## src/rtl/cordic_pkg.sv

```systemverilog
`default_nettype none
// +----------------------------------------------------------------------+
// | cordic_pkg: shared CORDIC widths, gain constants, angle table, FSM.  |
// | Revision: 1.0                                                        |
// +----------------------------------------------------------------------+
package cordic_pkg;

    localparam int C_WORK_W     = 10;
    localparam int C_I_W        = 3;
    localparam int C_GAIN       = 79;
    localparam int C_GAIN_SHIFT = 7;

    typedef enum logic [1:0] {
        IDLE   = 2'd0,
        ROTATE = 2'd1,
        SCALE  = 2'd2,
        DONE   = 2'd3
    } state_t;

    // atan(2^-i) in Q2.6 radians
    function automatic logic signed [7:0] atan_lut(input logic [C_I_W-1:0] idx);
        logic signed [7:0] val;
        case (idx)
            3'd0:    val = 8'sd50;
            3'd1:    val = 8'sd30;
            3'd2:    val = 8'sd16;
            3'd3:    val = 8'sd8;
            3'd4:    val = 8'sd4;
            3'd5:    val = 8'sd2;
            3'd6:    val = 8'sd1;
            default: val = 8'sd0;
        endcase
        return val;
    endfunction

endpackage
`default_nettype wire

```

## src/rtl/cordic_gain_sat.sv

```systemverilog
`default_nettype none
// +----------------------------------------------------------------------+
// | cordic_gain_sat: sign-magnitude gain correction, saturated to 8 bit. |
// | Revision: 1.0                                                        |
// +----------------------------------------------------------------------+
module cordic_gain_sat
    import cordic_pkg::*;
(
    input  logic signed [C_WORK_W-1:0] i_v,
    output logic signed [7:0]          o_v
);

    localparam int PROD_W = C_WORK_W + 7;

    logic [C_WORK_W-1:0] w_mag;
    logic [PROD_W-1:0]   w_prod;
    logic [PROD_W-1:0]   w_scaled;

    // Magnitude is truncated before the sign is restored, so rounding is
    // symmetric about zero rather than toward minus infinity.
    always_comb begin
        w_mag    = i_v[C_WORK_W-1] ? C_WORK_W'(-i_v) : C_WORK_W'(i_v);
        w_prod   = PROD_W'(w_mag) * PROD_W'(C_GAIN);
        w_scaled = w_prod >> C_GAIN_SHIFT;
        if (i_v[C_WORK_W-1]) begin
            if (w_scaled >= PROD_W'(128)) begin
                o_v = -8'sd128;
            end else begin
                o_v = 8'd0 - w_scaled[7:0];
            end
        end else begin
            if (w_scaled > PROD_W'(127)) begin
                o_v = 8'sd127;
            end else begin
                o_v = w_scaled[7:0];
            end
        end
    end

endmodule
`default_nettype wire

```

## src/rtl/cordic_seq_ctrl.sv

```systemverilog
`default_nettype none
// +----------------------------------------------------------------------+
// | cordic_seq_ctrl: iterative CORDIC rotator with valid/ready handshake.|
// | Revision: 1.0                                                        |
// +----------------------------------------------------------------------+
module cordic_seq_ctrl
    import cordic_pkg::*;
#(
    parameter int N_ITER = 8
) (
    input  logic              clk,
    input  logic              rst,
    input  logic              in_valid,
    output logic              in_ready,
    input  logic signed [7:0] x_in,
    input  logic signed [7:0] y_in,
    input  logic signed [7:0] z_in,
    output logic              out_valid,
    input  logic              out_ready,
    output logic signed [7:0] x_out,
    output logic signed [7:0] y_out,
    output logic signed [7:0] z_res
);

    localparam logic [C_I_W-1:0] LAST_ITER = C_I_W'(N_ITER - 1);

    state_t                    r_state;
    state_t                    w_state_nxt;
    logic signed [C_WORK_W-1:0] r_x;
    logic signed [C_WORK_W-1:0] r_y;
    logic signed [7:0]          r_z;
    logic [C_I_W-1:0]           r_i;
    logic signed [C_WORK_W-1:0] w_x_sh;
    logic signed [C_WORK_W-1:0] w_y_sh;
    logic signed [7:0]          w_x_gain;
    logic signed [7:0]          w_y_gain;

    always_ff @(posedge clk) begin
        if (rst) begin
            r_state <= IDLE;
        end else begin
            r_state <= w_state_nxt;
        end
    end

    always_comb begin
        w_state_nxt = r_state;
        in_ready    = 1'b0;
        out_valid   = 1'b0;
        case (r_state)
            IDLE: begin
                in_ready = 1'b1;
                if (in_valid) w_state_nxt = ROTATE;
            end
            ROTATE: begin
                if (r_i == LAST_ITER) w_state_nxt = SCALE;
            end
            SCALE: begin
                w_state_nxt = DONE;
            end
            DONE: begin
                out_valid = 1'b1;
                if (out_ready) w_state_nxt = IDLE;
            end
            default: w_state_nxt = IDLE;
        endcase
    end

    assign w_x_sh = r_x >>> r_i;
    assign w_y_sh = r_y >>> r_i;

    always_ff @(posedge clk) begin
        if (rst) begin
            r_x   <= '0;
            r_y   <= '0;
            r_z   <= '0;
            r_i   <= '0;
            x_out <= '0;
            y_out <= '0;
            z_res <= '0;
        end else begin
            case (r_state)
                IDLE: begin
                    if (in_valid) begin
                        r_x <= {{(C_WORK_W-8){x_in[7]}}, x_in};
                        r_y <= {{(C_WORK_W-8){y_in[7]}}, y_in};
                        r_z <= z_in;
                        r_i <= '0;
                    end
                end
                ROTATE: begin
                    // Drive the residual angle toward zero: rotate forward
                    // while it is non-negative, backward otherwise.
                    if (!r_z[7]) begin
                        r_x <= r_x - w_y_sh;
                        r_y <= r_y + w_x_sh;
                        r_z <= r_z - atan_lut(r_i);
                    end else begin
                        r_x <= r_x + w_y_sh;
                        r_y <= r_y - w_x_sh;
                        r_z <= r_z + atan_lut(r_i);
                    end
                    r_i <= r_i + 3'd1;
                end
                SCALE: begin
                    x_out <= w_x_gain;
                    y_out <= w_y_gain;
                    z_res <= r_z;
                end
                default: ;
            endcase
        end
    end

    cordic_gain_sat u_gain_x (
        .i_v (r_x),
        .o_v (w_x_gain)
    );

    cordic_gain_sat u_gain_y (
        .i_v (r_y),
        .o_v (w_y_gain)
    );

endmodule
`default_nettype wire

```

## config.mk

```make
export PLATFORM = sky130hd
export DESIGN_NAME = cordic_seq_ctrl
export DESIGN_NICKNAME = d
export VERILOG_FILES = /design/src/rtl/cordic_pkg.sv /design/src/rtl/cordic_gain_sat.sv /design/src/rtl/cordic_seq_ctrl.sv
export SDC_FILE = /design/constraint.sdc
export NUM_CORES = 1
export LEC_CHECK = 0
export BUFFER_PORTS_ARGS = -buffer_cell sky130_fd_sc_hd__buf_2
export CAP_MARGIN = 30
export CORE_UTILIZATION = 50
export CTS_CLUSTER_SIZE = 10
export DETAILED_ROUTE_END_ITERATION = 7
export GPL_TIMING_DRIVEN = 0
export PLACE_DENSITY = 0.67
export SETUP_SLACK_MARGIN = 0.05
export SLEW_MARGIN = 40
export SYNTH_ARGS = -nofsm -noshare
export SYNTH_HDL_FRONTEND = slang
export SYNTH_SLANG_ARGS = --single-unit
```

## constraint.sdc

```tcl
create_clock -name clk -period 6.78 [get_ports clk]
set_clock_uncertainty 0.05 [all_clocks]
set_input_delay 0.339 -clock clk [delete_from_list [all_inputs] [get_ports clk]]
set_output_delay 0.339 -clock clk [all_outputs]
set_load 0.02 [all_outputs]
```

Word-level counts from Yosys, hierarchy flattened
Cells that the tools add are included.
{"block": "totals", "ff_bits": 57, "latchBits": 0, "mem_bits_rw": 0, "romBits": 0, "out_inout_bits": 26, "word_cells": 77, "memories": 0}
{"block": "op_classes", "n_addsub": 11, "multipliers": 2, "n_div": 0, "n_lt_le_gt_ge": 4, "n_eq_ne": 13, "shifts": 2, "mux": 32, "n_bitwise": 0, "n_reduce_logical": 5}
{"cell": "$mux 8", "count": 14}
{"cell": "$mux 10", "count": 6}
{"cell": "$pmux 6 s7", "count": 1}
{"cell": "$pmux 10 s2", "count": 2}
{"cell": "$mul 10x7->17 const B", "count": 2}
{"cell": "$add 10x10->10", "count": 2}
{"cell": "$ge 10x8->1 const B", "count": 2}
{"cell": "$gt 10x7->1 const B", "count": 2}
{"cell": "$neg 10->10", "count": 2}
{"cell": "$sshr 10x3->10", "count": 2}
{"cell": "$sub 10x10->10", "count": 2}
{"cell": "$pmux 8 s2", "count": 1}
{"cell": "$sub 1x8->8 const A", "count": 2}
{"cell": "$eq 3x3->1 const B", "count": 4}
{"cell": "$add 8x8->8", "count": 1}
{"cell": "$pmux 2 s4", "count": 1}
{"cell": "$sub 8x8->8", "count": 1}
{"cell": "$eq 3x2->1 const B", "count": 2}
{"cell": "$mux 2", "count": 3}
{"cell": "$ne 2x2->1 const B", "count": 3}
{"cell": "$pmux 3 s2", "count": 1}
{"cell": "$eq 2x2->1 const B", "count": 2}
{"cell": "$add 3x1->3 const B", "count": 1}
{"cell": "$eq 3x1->1 const B", "count": 1}
{"cell": "8 further kinds", "count": 9}

Logic depth before layout (Yosys ltp)
{"block": "depth", "ltp_word": 8, "mapped_depth": 25, "depth_no_buf": 25}

Modules after synthesis
From an unflattened synthesis, not the netlist that was laid out.
{"block": "unflattened", "cells_unflattened": 1069, "hier_area_um2": 8816.0}
{"module": "cordic_seq_ctrl", "instances": 1, "cells_each": 594, "area_per_inst_um2": 4890.9, "seq_area_each_um2": 1141.1}
{"module": "cordic_gain_sat (u_gain_y)", "instances": 1, "cells_each": 244, "area_per_inst_um2": 2004.4, "seq_area_each_um2": 0.0}
{"module": "cordic_gain_sat (u_gain_x)", "instances": 1, "cells_each": 231, "area_per_inst_um2": 1920.6, "seq_area_each_um2": 0.0}

Least setup slack after synthesis
Ideal clock, no wire load.
{"block": "synth_path", "kind": "register to register", "start": "register r_x[0]", "end": "register x_out[0]", "arrival_time_ns": 5.428, "required_time_ns": 6.644, "path_slack_ns": 1.216, "path_stages_with_launch": 22, "n_path_buf": 1, "synth_period_minus_slack_ns": 5.564, "path_cell_list": "dfxtp_1 -> inv_1 -> ha_1 -> nand2_1 -> or3_1 -> o31a_1 -> xor2_1 -> fa_1 -> ha_1 -> fa_1 -> inv_1 -> fa_1 -> inv_1 -> ha_1 -> clkbuf_1 -> nand3_1 -> o21ai_2 -> a21oi_1 -> a41o_1 -> nor3b_4 -> mux2_1 -> a211oi_1"}
{"block": "synth_between", "elab_chain_cells": 6}
{"item": "start, declared", "line": "cordic_seq_ctrl.sv:29", "source": "logic signed [C_WORK_W-1:0] r_x;"}
{"item": "start signal, assigned", "line": "cordic_seq_ctrl.sv:85", "source": "r_x <= {{(C_WORK_W-8){x_in[7]}}, x_in};"}
{"item": "start signal, assigned", "line": "cordic_seq_ctrl.sv:95", "source": "r_x <= r_x - w_y_sh;"}
{"item": "start signal, assigned", "line": "cordic_seq_ctrl.sv:99", "source": "r_x <= r_x + w_y_sh;"}
{"item": "$neg 10->10", "line": "cordic_gain_sat.sv:22", "source": "w_mag = i_v[C_WORK_W-1] ? C_WORK_W'(-i_v) : C_WORK_W'(i_v);"}
{"item": "$mux 10 *", "line": "cordic_gain_sat.sv:22"}
{"item": "$mul 10x7->17 *", "line": "cordic_gain_sat.sv:23", "source": "w_prod = PROD_W'(w_mag) * PROD_W'(C_GAIN);"}
{"item": "$sub 1x8->8 (tied with other cells)", "line": "cordic_gain_sat.sv:29", "source": "o_v = 8'd0 - w_scaled[7:0];"}
{"item": "$mux 8, on equally long branches", "line": "cordic_gain_sat.sv:26, cordic_gain_sat.sv:32"}
{"item": "$mux 8 *", "line": "cordic_gain_sat.sv:25", "source": "if (i_v[C_WORK_W-1]) begin"}
{"item": "end signal, assigned", "line": "cordic_seq_ctrl.sv:106", "source": "x_out <= w_x_gain;"}
{"item": "end, declared", "line": "cordic_seq_ctrl.sv:20", "source": "output logic signed [7:0] x_out,"}
Every way passes the cells marked *; elsewhere a longest branch is shown, timed or not.
A chain may end at the register's enable or synchronous reset.

Worst setup path in the final report
Ends and elaborated chain as after synthesis.

==> metrics.md <==
| Metric | Value |
|---|---|
| Status | completed |
| WP buf/inv | 4 |
| Inserted Clock Buffers | 9 |
| Tot GR Track Use | 25.73% |
| Reg clk slew, reported paths | 0.06 ns |
| DRT Pass-1 Iters | 5 |
| Fin crit period | 6.162 ns |
| H-tree lvl count | 3 |
| Vias per inst | 5.557 |
| Layout Area Growth over Synthesis | 10.56% |
| Total gr overflow | 0 |
| Top delay family on crit path | adder cells |
| Warning count from the yosys run | 0 |
| Worst setup SP type | register |
| Die Area | 16490 um^2 |
| Top cells by count, synth | 127 x inv_1, 116 x ha_1, 90 x nor2_1, 66 x a21oi_1, 65 x nand2_1 |
| Initial DRC count | a little under 400 |
| Setup Crit Path Kind | reg -> reg |
| Vias | 7029 |
| Core area | about 15000 um^2 |
| Most area-hungry cell type in the Yosys netlist | ha_1 |
| Rel. slew slack | 45.26% |
| Yosys reg bits | 57 |
| Largest net degree at the start of global routing | 12 |
| Netlist cell types | between 70 and 80 |
| Setup crit end kind | register |
| GPL Wtd Cong | roughly 0.94 |
| Crit-path cells | inv_1, ha_1, nand2_1, or3_1, o31a_1, xor2_1, fa_1, ha_1, fa_1, inv_1, fa_1, inv_1, ha_1, clkbuf_1, nand3_1, o21ai_2, a21oi_1, a41o_1, nor3b_4, mux2_1, a211oi_1 |
| RSZ-0062 raised after global routing | no |
| Final hold vios | 0 |
| FP Rows | 45 |
| Synthesized instance count | around 1000 |
| Syn avg cell area | 8.101 um^2 |
| Prevailing post-synth register cell | dfxtp_1 |
| Period utilisation layout | 90.88% |
| Count leader, synth | inv_1 |
| Layout cells sized above 1 | 9.488% |
| Worst-Margin Slew | between 0.8 and 0.9 ns |
| I/O pins | 54 |
| Nets | around 1.2k |
| Post-synthesis net count | 1169 |
| Detailed Place HPWL | 16.03 mm |
| CP max stage delay | between 0.5 and 0.6 ns |
| Synthesized cell area | between 7000 and 8000 um^2 |
| Peak Freq | 0.1623 GHz |
| Number of global-route vias before repair | 6642 |
| PortBufs | 52 |
| Initial Utilization | 51.97% |
| Filler cells | about 1.5k |
| Max cap viols | 0 |
| Post-synth EDFFs | 0 |
| Routed wire length | 20.24 mm |
| Die Span X | about 130 um |
| Ys async rst share | 0% |
| PostCTS Resize Cnt | 0 |
| Critical Path Slowest Stage Cell | fa_1 |
| Antenna cells | 0 |
| Synth top area share | a little under a fifth |
| Residual DRC | 0 |
| Worst min path class | in -> reg |
| Critical path fanouts, max | 9 |
| TNS Setup | 0 ns |
| Initial antenna violation count | 0 |
| CTS sink cnt | 57 |
| Longest Clk Path Bufs | 2 |
| First-pass GRT wire length | 33.22 mm |
| Post CTS Setup Buffer Count | 0 |
| Worst-skew pair later-pin latency | 0.34 ns |
| CTS tree | built |
| Final Slew Violations | 0 |
| Fin util | a little under three fifths |
| Wire per inst | about 16 um |
| Crit path required time | 6.98 ns |
| Worst Path Arrival | 6.36 ns |
| CTS Hold Bufs | 0 |
| Chip height | 128.4 um |
| Seq/Total Area, Yosys | 14.29% |
| Antenna-violating nets left | 0 |
| Largest cells by area after synthesis | ha_1 18%, dfxtp_1 14%, fa_1 9.8% |
| Final setup fails | 0 |
| Root Driver | clkbuf_16 |
| WHS | about 0.19 ns |
==> kinds of logic (layout without fill, tap and decap cells) <==
logic type	count (synthesis)	in the layout	synth area share [%]
simple gates	246	246	14.55
xor+xnor	85	85	9.320
compound gates	216	216	17.75
buf+inv	175	243	8.474
flops	57	57	14.29
mux	52	52	7.675
fa+ha+maj	155	155	27.94
==> worst min-delay path, stage by stage <==
cell      delay (ns)
buf_2           0.08
a222oi_1        0.05
nor2_1          0.08
==> flip-flops by register name (all words and copies together), names as in the netlist <==
| signal | flops |
|---|---|
| r_i | 3 |
| r_state | 2 |
| r_x | 10 |
| r_y | 10 |
| r_z | 8 |
| x_out | 8 |
| y_out | 8 |
| z_res | 8 |
==> cell type report <==
class                   instances  area, um^2  share of cell area (%)
plain buffers                  47       198.9                   2.253
clock buffers                  11       242.7                   2.749
clock inverters                 5       62.56                  0.7084
inverters                     128       480.5                   5.441
multi-input cells             754        6181                   69.99
flip-flops and latches         57        1141                   12.92
well taps                     211       264.0                   2.990
repair buffers                 52       260.3                   2.947
==> final timing paths <==
path | from | to | slack (ns) | cells past startpoint
worst min register to register | y_out[7] | y_out[7] | 0.42 | 2
worst max register to register | r_x[0] | x_out[0] | 0.62 | 21
worst min-delay path | z_in[4] | r_z[4] | 0.19 | 3
worst max-delay path | r_x[0] | x_out[0] | 0.62 | 21
==> per-stage QoR <==
| stage | instance area (um^2) | setup slack (ns) | std cells |
|---|---|---|---|
| 2_1_floorplan | 7988 | 1.216 | 986 |
| 3_3_place_gp | 8512 | 0.2302 | 1249 |
| 3_5_place_dp | 8516 | 0.08157 | 1249 |
| 4_1_cts | 8821 | 0.07293 | 1265 |
| 5_1_grt | 8831 | 0.1426 | 1265 |
| 6_report | 8831 | 0.6180 | 1265 |
==> layout by cell type, fill, tap and decap left out, types with 13 or more instances in the layout <==
master,instances
xnor2_1,58
mux2i_1,41
buf_2,56
inv_1,127
fa_1,39
xor2_1,26
ha_1,116
dfxtp_1,57
clkbuf_1,34
nand2b_1,18
nand2_1,65
nor3_1,13
o21ai_0,29
a31oi_1,13
a21oi_1,66
a211oi_1,19
a21o_1,21
nor2_1,90
==> layer usage <==
metal / global-route usage, % / share of wire, % / vias to the layer above
met1: 35.56 / 47 / 3295
met5: 0 / 0 / -
met4: 7.059 / 2.1 / 0
met3: 3.410 / 5.6 / 30
li1: - / - / 3506
met2: 42.10 / 45 / 198
Power is left out: the tool's default activity adds up to more than one toggle a clock period on the data nets, which glitch-free logic cannot reach.
